--- config.mk ---
export PLATFORM = sky130hd
export DESIGN_NAME = sprite_display
export DESIGN_NICKNAME = d
export VERILOG_FILES = /design/src/rtl/display_pkg.sv /design/src/rtl/sprite_rom.sv /design/src/rtl/sprite_display.sv
export SDC_FILE = /design/constraint.sdc
export NUM_CORES = 1
export LEC_CHECK = 0
export CAP_MARGIN = 20
export CORE_UTILIZATION = 40
export DETAILED_ROUTE_END_ITERATION = 10
export HOLD_SLACK_MARGIN = 0.03
export PLACE_DENSITY_LB_ADDON = 0.08
export SKIP_LAST_GASP = 1
export SYNTH_ARGS = -nofsm -noshare
export SYNTH_HDL_FRONTEND = slang
export SYNTH_SLANG_ARGS = --single-unit
--- constraint.sdc ---
create_clock -name clk -period 5.6 [get_ports clk]
set_input_delay 0.56 -clock clk [delete_from_list [all_inputs] [get_ports clk]]
set_output_delay 0.56 -clock clk [all_outputs]
set_load 0.03 [all_outputs]
--- src/rtl/display_pkg.sv ---
// Shared display constants and types for the sprite overlay blocks.
// Holds the active screen size, the colour word width, the bit layout of the
// position register written by the game-state register file, and color_t.
package display_pkg;

    localparam int unsigned DISP_WIDTH  = 640;
    localparam int unsigned DISP_HEIGHT = 480;
    localparam int unsigned COLOR_BITS  = 12;

    // pos_reg layout: top edge in the low field, left edge in the upper half
    localparam int unsigned TOP_LSB  = 0;
    localparam int unsigned TOP_W    = 9;
    localparam int unsigned LEFT_LSB = 16;
    localparam int unsigned LEFT_W   = 10;

    typedef logic [COLOR_BITS-1:0] color_t;

endpackage

--- src/rtl/sprite_rom.sv ---
// Sprite pixel-index ROM plus palette, two registered stages.
// Ports:
//   clk    in  pixel clock
//   reset  in  synchronous active-high reset, clears both stages
//   addr   in  pixel address (frame base + row*width + column)
//   color  out palette colour for addr, two clk cycles later
// The image is generated by a fixed index pattern (index = addr + 1, modulo 16)
// with palette entry k = {k,k,k}; entry 15 is the transparent key colour.
// An empty IMG_FILE or CLR_FILE name means "no image": every pixel reads as
// the transparent colour.
module sprite_rom #(
    parameter int unsigned                ADDR_W            = 13,
    parameter int unsigned                BITS_PER_COLOR    = 12,
    parameter logic [BITS_PER_COLOR-1:0]  TRANSPARENT_COLOR = BITS_PER_COLOR'(12'hF0F),
    parameter string                      IMG_FILE          = "sprite_image.mem",
    parameter string                      CLR_FILE          = "sprite_colors.mem"
) (
    input  logic                      clk,
    input  logic                      reset,
    input  logic [ADDR_W-1:0]         addr,
    output logic [BITS_PER_COLOR-1:0] color
);

    localparam bit HAS_IMAGE = (IMG_FILE != "") && (CLR_FILE != "");

    logic [3:0]                idx_d, idx_q;
    logic [BITS_PER_COLOR-1:0] color_d, color_q;

    always_comb begin
        idx_d   = HAS_IMAGE ? 4'(addr + ADDR_W'(1)) : 4'hF;
        color_d = BITS_PER_COLOR'({idx_q, idx_q, idx_q});
        if (idx_q == 4'hF) begin
            color_d = TRANSPARENT_COLOR;
        end
    end

    // Palette entry 0 is black, so the cycle after reset also reads 0.
    always_ff @(posedge clk) begin
        if (reset) begin
            idx_q   <= '0;
            color_q <= '0;
        end else begin
            idx_q   <= idx_d;
            color_q <= color_d;
        end
    end

    assign color = color_q;

endmodule

--- src/rtl/sprite_display.sv ---
// Animated sprite overlay for one on-screen object.
// Ports:
//   clk           in  pixel clock
//   reset         in  synchronous active-high reset
//   x, y          in  current pixel column / row
//   pos_reg       in  [8:0] top edge, [25:16] left edge, rest ignored
//   frame_tick    in  one-cycle pulse at start of vertical blank
//   anim_enable   in  lets the animation advance
//   inside_sprite out current pixel is an opaque sprite pixel (2-cycle latency)
//   colorData     out sprite colour for the current pixel (2-cycle latency)
//   frame_index   out animation frame currently displayed
// Position and frame index only change on frame_tick, so a frame never tears.
module sprite_display #(
    parameter int unsigned                SCREEN_WIDTH      = display_pkg::DISP_WIDTH,
    parameter int unsigned                SCREEN_HEIGHT     = display_pkg::DISP_HEIGHT,
    parameter int unsigned                SPRITE_WIDTH      = 35,
    parameter int unsigned                SPRITE_HEIGHT     = 35,
    parameter int unsigned                FRAMES            = 4,
    parameter int unsigned                TICKS_PER_FRAME   = 8,
    parameter int unsigned                BITS_PER_COLOR    = display_pkg::COLOR_BITS,
    parameter logic [BITS_PER_COLOR-1:0]  TRANSPARENT_COLOR = BITS_PER_COLOR'(12'hF0F),
    parameter string                      IMG_FILE          = "sprite_image.mem",
    parameter string                      CLR_FILE          = "sprite_colors.mem",
    localparam int unsigned               FRAME_W           = (FRAMES > 1) ? $clog2(FRAMES) : 1
) (
    input  logic                      clk,
    input  logic                      reset,
    input  logic [9:0]                x,
    input  logic [8:0]                y,
    input  logic [31:0]               pos_reg,
    input  logic                      frame_tick,
    input  logic                      anim_enable,
    output logic                      inside_sprite,
    output logic [BITS_PER_COLOR-1:0] colorData,
    output logic [FRAME_W-1:0]        frame_index
);

    import display_pkg::*;

    localparam int unsigned FRAME_PIX = SPRITE_WIDTH * SPRITE_HEIGHT;
    localparam int unsigned ADDR_W    = $clog2(FRAMES * FRAME_PIX);
    localparam int unsigned TICK_W    = (TICKS_PER_FRAME > 1) ? $clog2(TICKS_PER_FRAME) : 1;

    logic [TOP_W-1:0]   top_d, top_q;
    logic [LEFT_W-1:0]  left_d, left_q;
    logic [TICK_W-1:0]  tick_d, tick_q;
    logic [FRAME_W-1:0] frame_d, frame_q;
    logic               in_win_q1, in_win_q2;

    logic unused_pos;
    assign unused_pos = ^{pos_reg[31:LEFT_LSB+LEFT_W], pos_reg[LEFT_LSB-1:TOP_LSB+TOP_W]};

    // Shadow position and animation counters, all advanced only by frame_tick.
    always_comb begin
        top_d   = top_q;
        left_d  = left_q;
        tick_d  = tick_q;
        frame_d = frame_q;
        if (frame_tick) begin
            top_d  = pos_reg[TOP_LSB +: TOP_W];
            left_d = pos_reg[LEFT_LSB +: LEFT_W];
            if (anim_enable) begin
                if (tick_q == TICK_W'(TICKS_PER_FRAME - 1)) begin
                    tick_d  = '0;
                    frame_d = (frame_q == FRAME_W'(FRAMES - 1)) ? '0 : frame_q + FRAME_W'(1);
                end else begin
                    tick_d = tick_q + TICK_W'(1);
                end
            end
        end
    end

    // Stage 0: window test. Edge sums are one bit wider so an overhanging
    // sprite clips at the screen edge instead of wrapping to column/row 0.
    logic [10:0] x_end;
    logic [9:0]  y_end;
    logic        in_win;

    assign x_end  = {1'b0, left_q} + 11'(SPRITE_WIDTH);
    assign y_end  = {1'b0, top_q} + 10'(SPRITE_HEIGHT);
    assign in_win = (x >= left_q) && ({1'b0, x} < x_end) &&
                    (y >= top_q) && ({1'b0, y} < y_end) &&
                    (32'(x) < SCREEN_WIDTH) && (32'(y) < SCREEN_HEIGHT);

    // Stage 0: address; row stride is the sprite width, not the screen width.
    logic [LEFT_W-1:0] dx;
    logic [TOP_W-1:0]  dy;
    logic [ADDR_W-1:0] addr_raw, addr;

    assign dx       = x - left_q;
    assign dy       = y - top_q;
    assign addr_raw = ADDR_W'(frame_q) * ADDR_W'(FRAME_PIX) +
                      ADDR_W'(dy) * ADDR_W'(SPRITE_WIDTH) + ADDR_W'(dx);
    assign addr     = in_win ? addr_raw : '0;

    always_ff @(posedge clk) begin
        if (reset) begin
            top_q     <= '0;
            left_q    <= '0;
            tick_q    <= '0;
            frame_q   <= '0;
            in_win_q1 <= 1'b0;
            in_win_q2 <= 1'b0;
        end else begin
            top_q     <= top_d;
            left_q    <= left_d;
            tick_q    <= tick_d;
            frame_q   <= frame_d;
            in_win_q1 <= in_win;
            in_win_q2 <= in_win_q1;
        end
    end

    sprite_rom #(
        .ADDR_W            (ADDR_W),
        .BITS_PER_COLOR    (BITS_PER_COLOR),
        .TRANSPARENT_COLOR (TRANSPARENT_COLOR),
        .IMG_FILE          (IMG_FILE),
        .CLR_FILE          (CLR_FILE)
    ) u_rom (
        .clk   (clk),
        .reset (reset),
        .addr  (addr),
        .color (colorData)
    );

    assign inside_sprite = in_win_q2 && (colorData != TRANSPARENT_COLOR);
    assign frame_index   = frame_q;

endmodule
Yosys cells after proc, flatten, opt, wreduce, memory -nomap -nowiden
Cells that the tools add are included.
{ "totals": {"in_bits": 55, "elab_cells": 43, "ff_bits": 42} }
{ "classes": {"n_addsub": 9, "eq_ne": 4, "mux": 4, "n_reduce_logical": 9, "mul": 2, "magnitude_cmp": 6} }
{ "op_table": {"columns": ["op", "count"], "rows": [
  ["$mux 12", 1],
  ["$ne 12x12->1 const B", 1],
  ["$add 10x6->11 const B", 1],
  ["$lt 10x11->1", 1],
  ["$mul 2x11->4 const B", 1],
  ["$add 9x6->10 const B", 1],
  ["$ge 10x10->1", 1],
  ["$lt 10x10->1 const B", 1],
  ["$lt 9x10->1", 1],
  ["$ge 9x9->1", 1],
  ["$lt 9x9->1 const B", 1],
  ["$mul 9x6->4 const B", 1],
  ["$sub 9x9->9", 1],
  ["$add 4x4->4", 2],
  ["$logic_and 1x1->1", 6],
  ["$add 4x1->4 const B", 1],
  ["$eq 4x4->1 const B", 1],
  ["$mux 4", 1],
  ["$sub 4x4->4", 1],
  ["$add 3x1->3 const B", 1],
  ["$eq 3x3->1 const B", 1],
  ["$mux 3", 1],
  ["$reduce_and 3->1", 1],
  ["$add 2x1->2 const B", 1],
  ["other kinds (4)", 4]
]} }

Depth between registers and ports, before layout
{ "logic_depth": {"depth_word": 9, "depth_mapped": 17} }

Modules after synthesis
A second synthesis with hierarchy kept.
{ "hier_totals": {"hier_cells": 525, "hier_area_um2": 4575.6} }
{ "modules_own_cells": {"columns": ["mod", "area_per_inst_um2", "cells_per_inst", "instances", "seq_area_each_um2"], "rows": [
  ["sprite_display", 4156.5, 488, 1, 520.5],
  ["sprite_rom", 419.2, 37, 1, 240.2]
]} }

Worst setup path after synthesis
Ideal clock, no wire load.
{ "synth_path": {"path_kind": "input to register", "start": "in y[0]", "end": "reg u_rom.idx_q[3]", "setup_time_ns": 0.115, "stages": 17, "path_slack_ns": 1.294, "arrival_time_ns": 4.191, "required_time_ns": 5.485, "n_path_buf": 0, "path_cell_list": "inv_1 -> ha_1 -> inv_1 -> fa_1 -> inv_1 -> fa_1 -> fa_1 -> fa_1 -> inv_1 -> fa_1 -> ha_1 -> xor2_1 -> xnor2_1 -> xnor2_1 -> xnor2_1 -> xnor2_1 -> nor2_1"} }
{ "synth_between": {"elab_chain_len": 7, "word_cells_on_any_way": 13, "cone_classes": "add/sub (4); mul (1); order compare (3); mux (1); reduce/logical (4)"} }
{ "synth_rtl": {"columns": ["item", "line", "source"], "rows": [
  ["from (decl)", "sprite_display.sv:29", "input logic [8:0] y,"],
  ["branches (longest 5 deep; another with $sub 9x9->9)", null, null],
  ["$mux 4 *", "sprite_display.sv:94", "assign addr = in_win ? addr_raw : '0;"],
  ["$add 4x1->4 *", "sprite_rom.sv:30", "idx_d = HAS_IMAGE ? 4'(addr + ADDR_W'(1)) : 4'hF;"],
  ["to (signal assigned)", "sprite_rom.sv:43", "idx_q <= idx_d;"],
  ["to (decl)", "sprite_rom.sv:26", "logic [3:0] idx_d, idx_q;"]
]} }
Every way passes the cells marked *.
A chain may end at the register's enable or synchronous reset.

Worst setup path after layout
Same ends and word-level chain as after synthesis.

==> impl_metrics.py <==
metrics = {
    "cts": {
        "cts_tree": "built",
        "holdBufCountCts": 0,
        "cts_buffers": 5,
        "cts_setup_buffers": 0,
        "ctsResizeCount": 0,
        "root_buffer": "clkbuf_8",
        "cts_max_level": 2,
        "clkSinkCount": 38,
        "path_clk_slew_ns": 0.08,
        "max-clock-path-buffers": 2,
        "clkLatencyLatePin_ns": 0.30,
    },
    "synthesis": {
        "postSynth.asyncResetShare_pct": 0,
        "synth-main-ff-cell": "dfxtp_1",
        "yosys_warnings": 0,
        "synth_nets": 430,
        "seq_area_frac_synth_pct": 25.9,
        "synth_top_family_by_area": "adder cells",
        "synth_edf_count": 0,
        "synth_cells": 317,
        "syn_area_per_cell_um2": 9.25,
        "synthSimpleGateAreaFrac_pct": 13.4,
        "synth_compound_area_share_pct": 12.5,
        "synthXorXnorAreaFrac_pct": 8.96,
        "synth_area_um2": 2930,
        "synth_mux_area_share_pct": 6.83,
        "synth_cell_types": 43,
        "ys_ff_latch": 38,
        "yosys.area_share.adder_pct": 26.3,
    },
    "cells_and_area": {
        "nets": 485,
        "final_common_cell": "clkdlybuf4s50_1",
        "drive_gt1_share_pct": 4.83,
        "final_cell_mix": "clkdlybuf4s50_1 (56), ha_1 (52), dfxtp_1 (38)",
        "num_antenna_cells": 0,
        "synthToLayoutAreaGrowth_pct": 26.7,
        "stdcell_count": 469,
    },
    "power": {
        "p_leak_nw": 1.60,
        "vdd_drop_max_v": 0.000116,
        "power_density_nw_per_um2": 243,
    },
    "floorplanning": {
        "io_pins": 70,
        "start_util_pct": 42.2,
        "die-area_um2": 7680,
        "rows": 30,
        "die_x_um": 87.6,
        "die_h_um": 87.6,
        "core_um2": 6940,
    },
    "worst_setup_path": {
        "critPathKind": "in2reg",
        "worstSetupStartpointType": "input pin",
        "critPathMaxFanout": 2,
        "crit_path_cell_trace": "clkdlybuf4s50_1, inv_1, ha_1, inv_1, fa_1, inv_1, fa_1, fa_1, fa_1, inv_1, fa_1, ha_1, xor2_1, xnor2_1, xnor2_1, xnor2_1, xnor2_1, nor2_1",
        "arrival_ns": 4.84,
        "rr_worst_depth": 16,
        "crit_required_ns": 5.79,
        "crit_slowest_cell": "fa_1",
        "cp-end-kind": "flip-flop",
        "cpMostUsedCell": "fa_1",
        "cp_slowest_stage_delay_ns": 0.51,
    },
    "timing": {
        "finClkSkew_ns": 0.0119,
        "worstMarginPinSlew_ns": 0.509,
        "setup_violations": 0,
        "setup_tns_ns": 0,
        "final_max_slew_viol_count": 0,
        "fin_crit_ns": 4.65,
        "max_slew_margin_pct": 65.7,
        "hold_viol_final": 0,
        "rsz0062_at_grt": "no",
        "post-route-period-util_pct": 83.0,
        "fmax_mhz": 215,
    },
    "place": {
        "port_buffers": 56,
        "dpl.hpwl_um": 4600,
        "gp_congestion": 0.835,
        "dp.cells": 461,
    },
    "route": {
        "vias_per_cell": 4.85,
        "routed_wl_um": 5770,
        "antenna_left": 0,
        "firstDrtPassIters": 4,
        "drcViolationCount": 0,
        "dr.first_iter.drc_count": 69,
        "num_vias": 2276,
        "wire_per_inst_um": 12.3,
    },
    "global_route": {
        "grt_max_degree": 32,
        "grt.met1_usage_pct": 22.0,
        "antenna_found_initial": 0,
        "top_usage_layer": "met2",
        "met3_usage_pct": 3.02,
        "grt_util_all_layers_pct": 16.5,
        "grt_pass1_wl_um": 9780,
        "use_met2_pct": 27.1,
        "grt-ovfl-total": 0,
        "grt_pass1_vias": 2167,
    },
    "hold_path": {
        "hp-class": "reg2reg",
        "holdPathStages": 1,
    },
    "run": {
        "max-cap-violations": 0,
    },
    "outcome": {
        "status": "complete, no violations",
    },
}
==> per-layer routing <==
layer	vias up	share of wire, %
met5	-	0
li1	1200	-
met1	1025	50
met4	0	1.3
met3	7	4.2
met2	44	45
==> through the flow <==
step	area, µm²	power [mW]	util (%)	hold WS, ns	worst slack [ns]
5_1_grt	3720	0.963	53.5	0.463	0.694
3_3_place_gp	3570	0.609	51.5	0.422	0.689
2_1_floorplan	2930	0.532	-	0.414	1.29
6_report	3720	0.901	53.5	0.439	0.951
3_5_place_dp	3570	0.615	51.5	0.424	0.620
4_1_cts	3720	0.915	53.5	0.441	0.940
==> flip-flops by register name, summed over array words and instances (netlist names) <==
register / flops
frame_index: 2
in_win_q1: 1
in_win_q2: 1
left_q: 10
tick_q: 3
top_q: 9
u_rom.color: 8
u_rom.idx_q: 4
==> worst paths after layout <==
check	start	to	slack, ns
worst max-delay path	y[0]	u_rom.idx_q[3]$_SDFF_PP0_	0.95
worst min-delay path	in_win_q1$_SDFF_PP0_	in_win_q2$_SDFF_PP0_	0.44
worst max register to register	top_q[0]$_SDFFE_PP0P_	u_rom.idx_q[3]$_SDFF_PP0_	1.24
worst min register to register	in_win_q1$_SDFF_PP0_	in_win_q2$_SDFF_PP0_	0.44
==> worst max-delay path, delay by kind of cell <==
family / cells / cell delay [ns]
buffers and inverters: 5 / 0.73
AND/OR/NAND/NOR: 1 / 0.05
adder cells (fa/ha/maj): 7 / 2.66
XOR/XNOR: 5 / 0.83
==> kinds of logic after synthesis <==
kind of cell / count (synthesis)
DFF: 38
muxes: 20
and+or+nand+nor: 80
buffers and inverters: 43
AOI/OAI and AO/OA: 48
xor gates and xnor gates: 30
adders and majority gates: 58
==> power breakdown <==
group | total [mW] | switching, mW | internal (mW)
registers | 0.295 | 0.0127 | 0.282
clock network | 0.294 | 0.104 | 0.190
logic | 0.312 | 0.150 | 0.162
==> cells in the mapped netlist (all sizes together), types with 2 or more instances <==
| cell type | instances | area [µm²] |
|---|---|---|
| ha | 52 | 651 |
| dfxtp | 38 | 761 |
| inv | 33 | 124 |
| nor2 | 33 | 124 |
| xnor2 | 25 | 219 |
| mux2i | 20 | 200 |
| nand2 | 12 | 45.0 |
| a21oi | 10 | 50.1 |
| nand3 | 10 | 50.1 |
| o21ai | 9 | 48.8 |
| nor2b | 7 | 43.8 |
| a21o | 6 | 45.0 |
| buf | 6 | 40.0 |
| fa | 6 | 120 |
| nor3 | 6 | 30.0 |
| xor2 | 5 | 43.8 |
| a211o | 4 | 35.0 |
| and2 | 4 | 25.0 |
| clkbuf | 4 | 15.0 |
| nand4 | 4 | 31.3 |
| o2111ai | 3 | 32.5 |
| o21a | 3 | 22.5 |
| a41oi | 2 | 17.5 |
| o211ai | 2 | 15.0 |
==> final cells by class <==
type / instances / area [µm²]
Fill cell: 665 / 3230
Multi-Input combinational cell: 236 / 1990
Inverter: 33 / 124
Clock buffer: 6 / 82.6
Timing Repair Buffer: 58 / 576
Tap cell: 96 / 120
Sequential cell: 38 / 761
Clock inverter: 2 / 60.1
(Power assumes the default switching activity.)
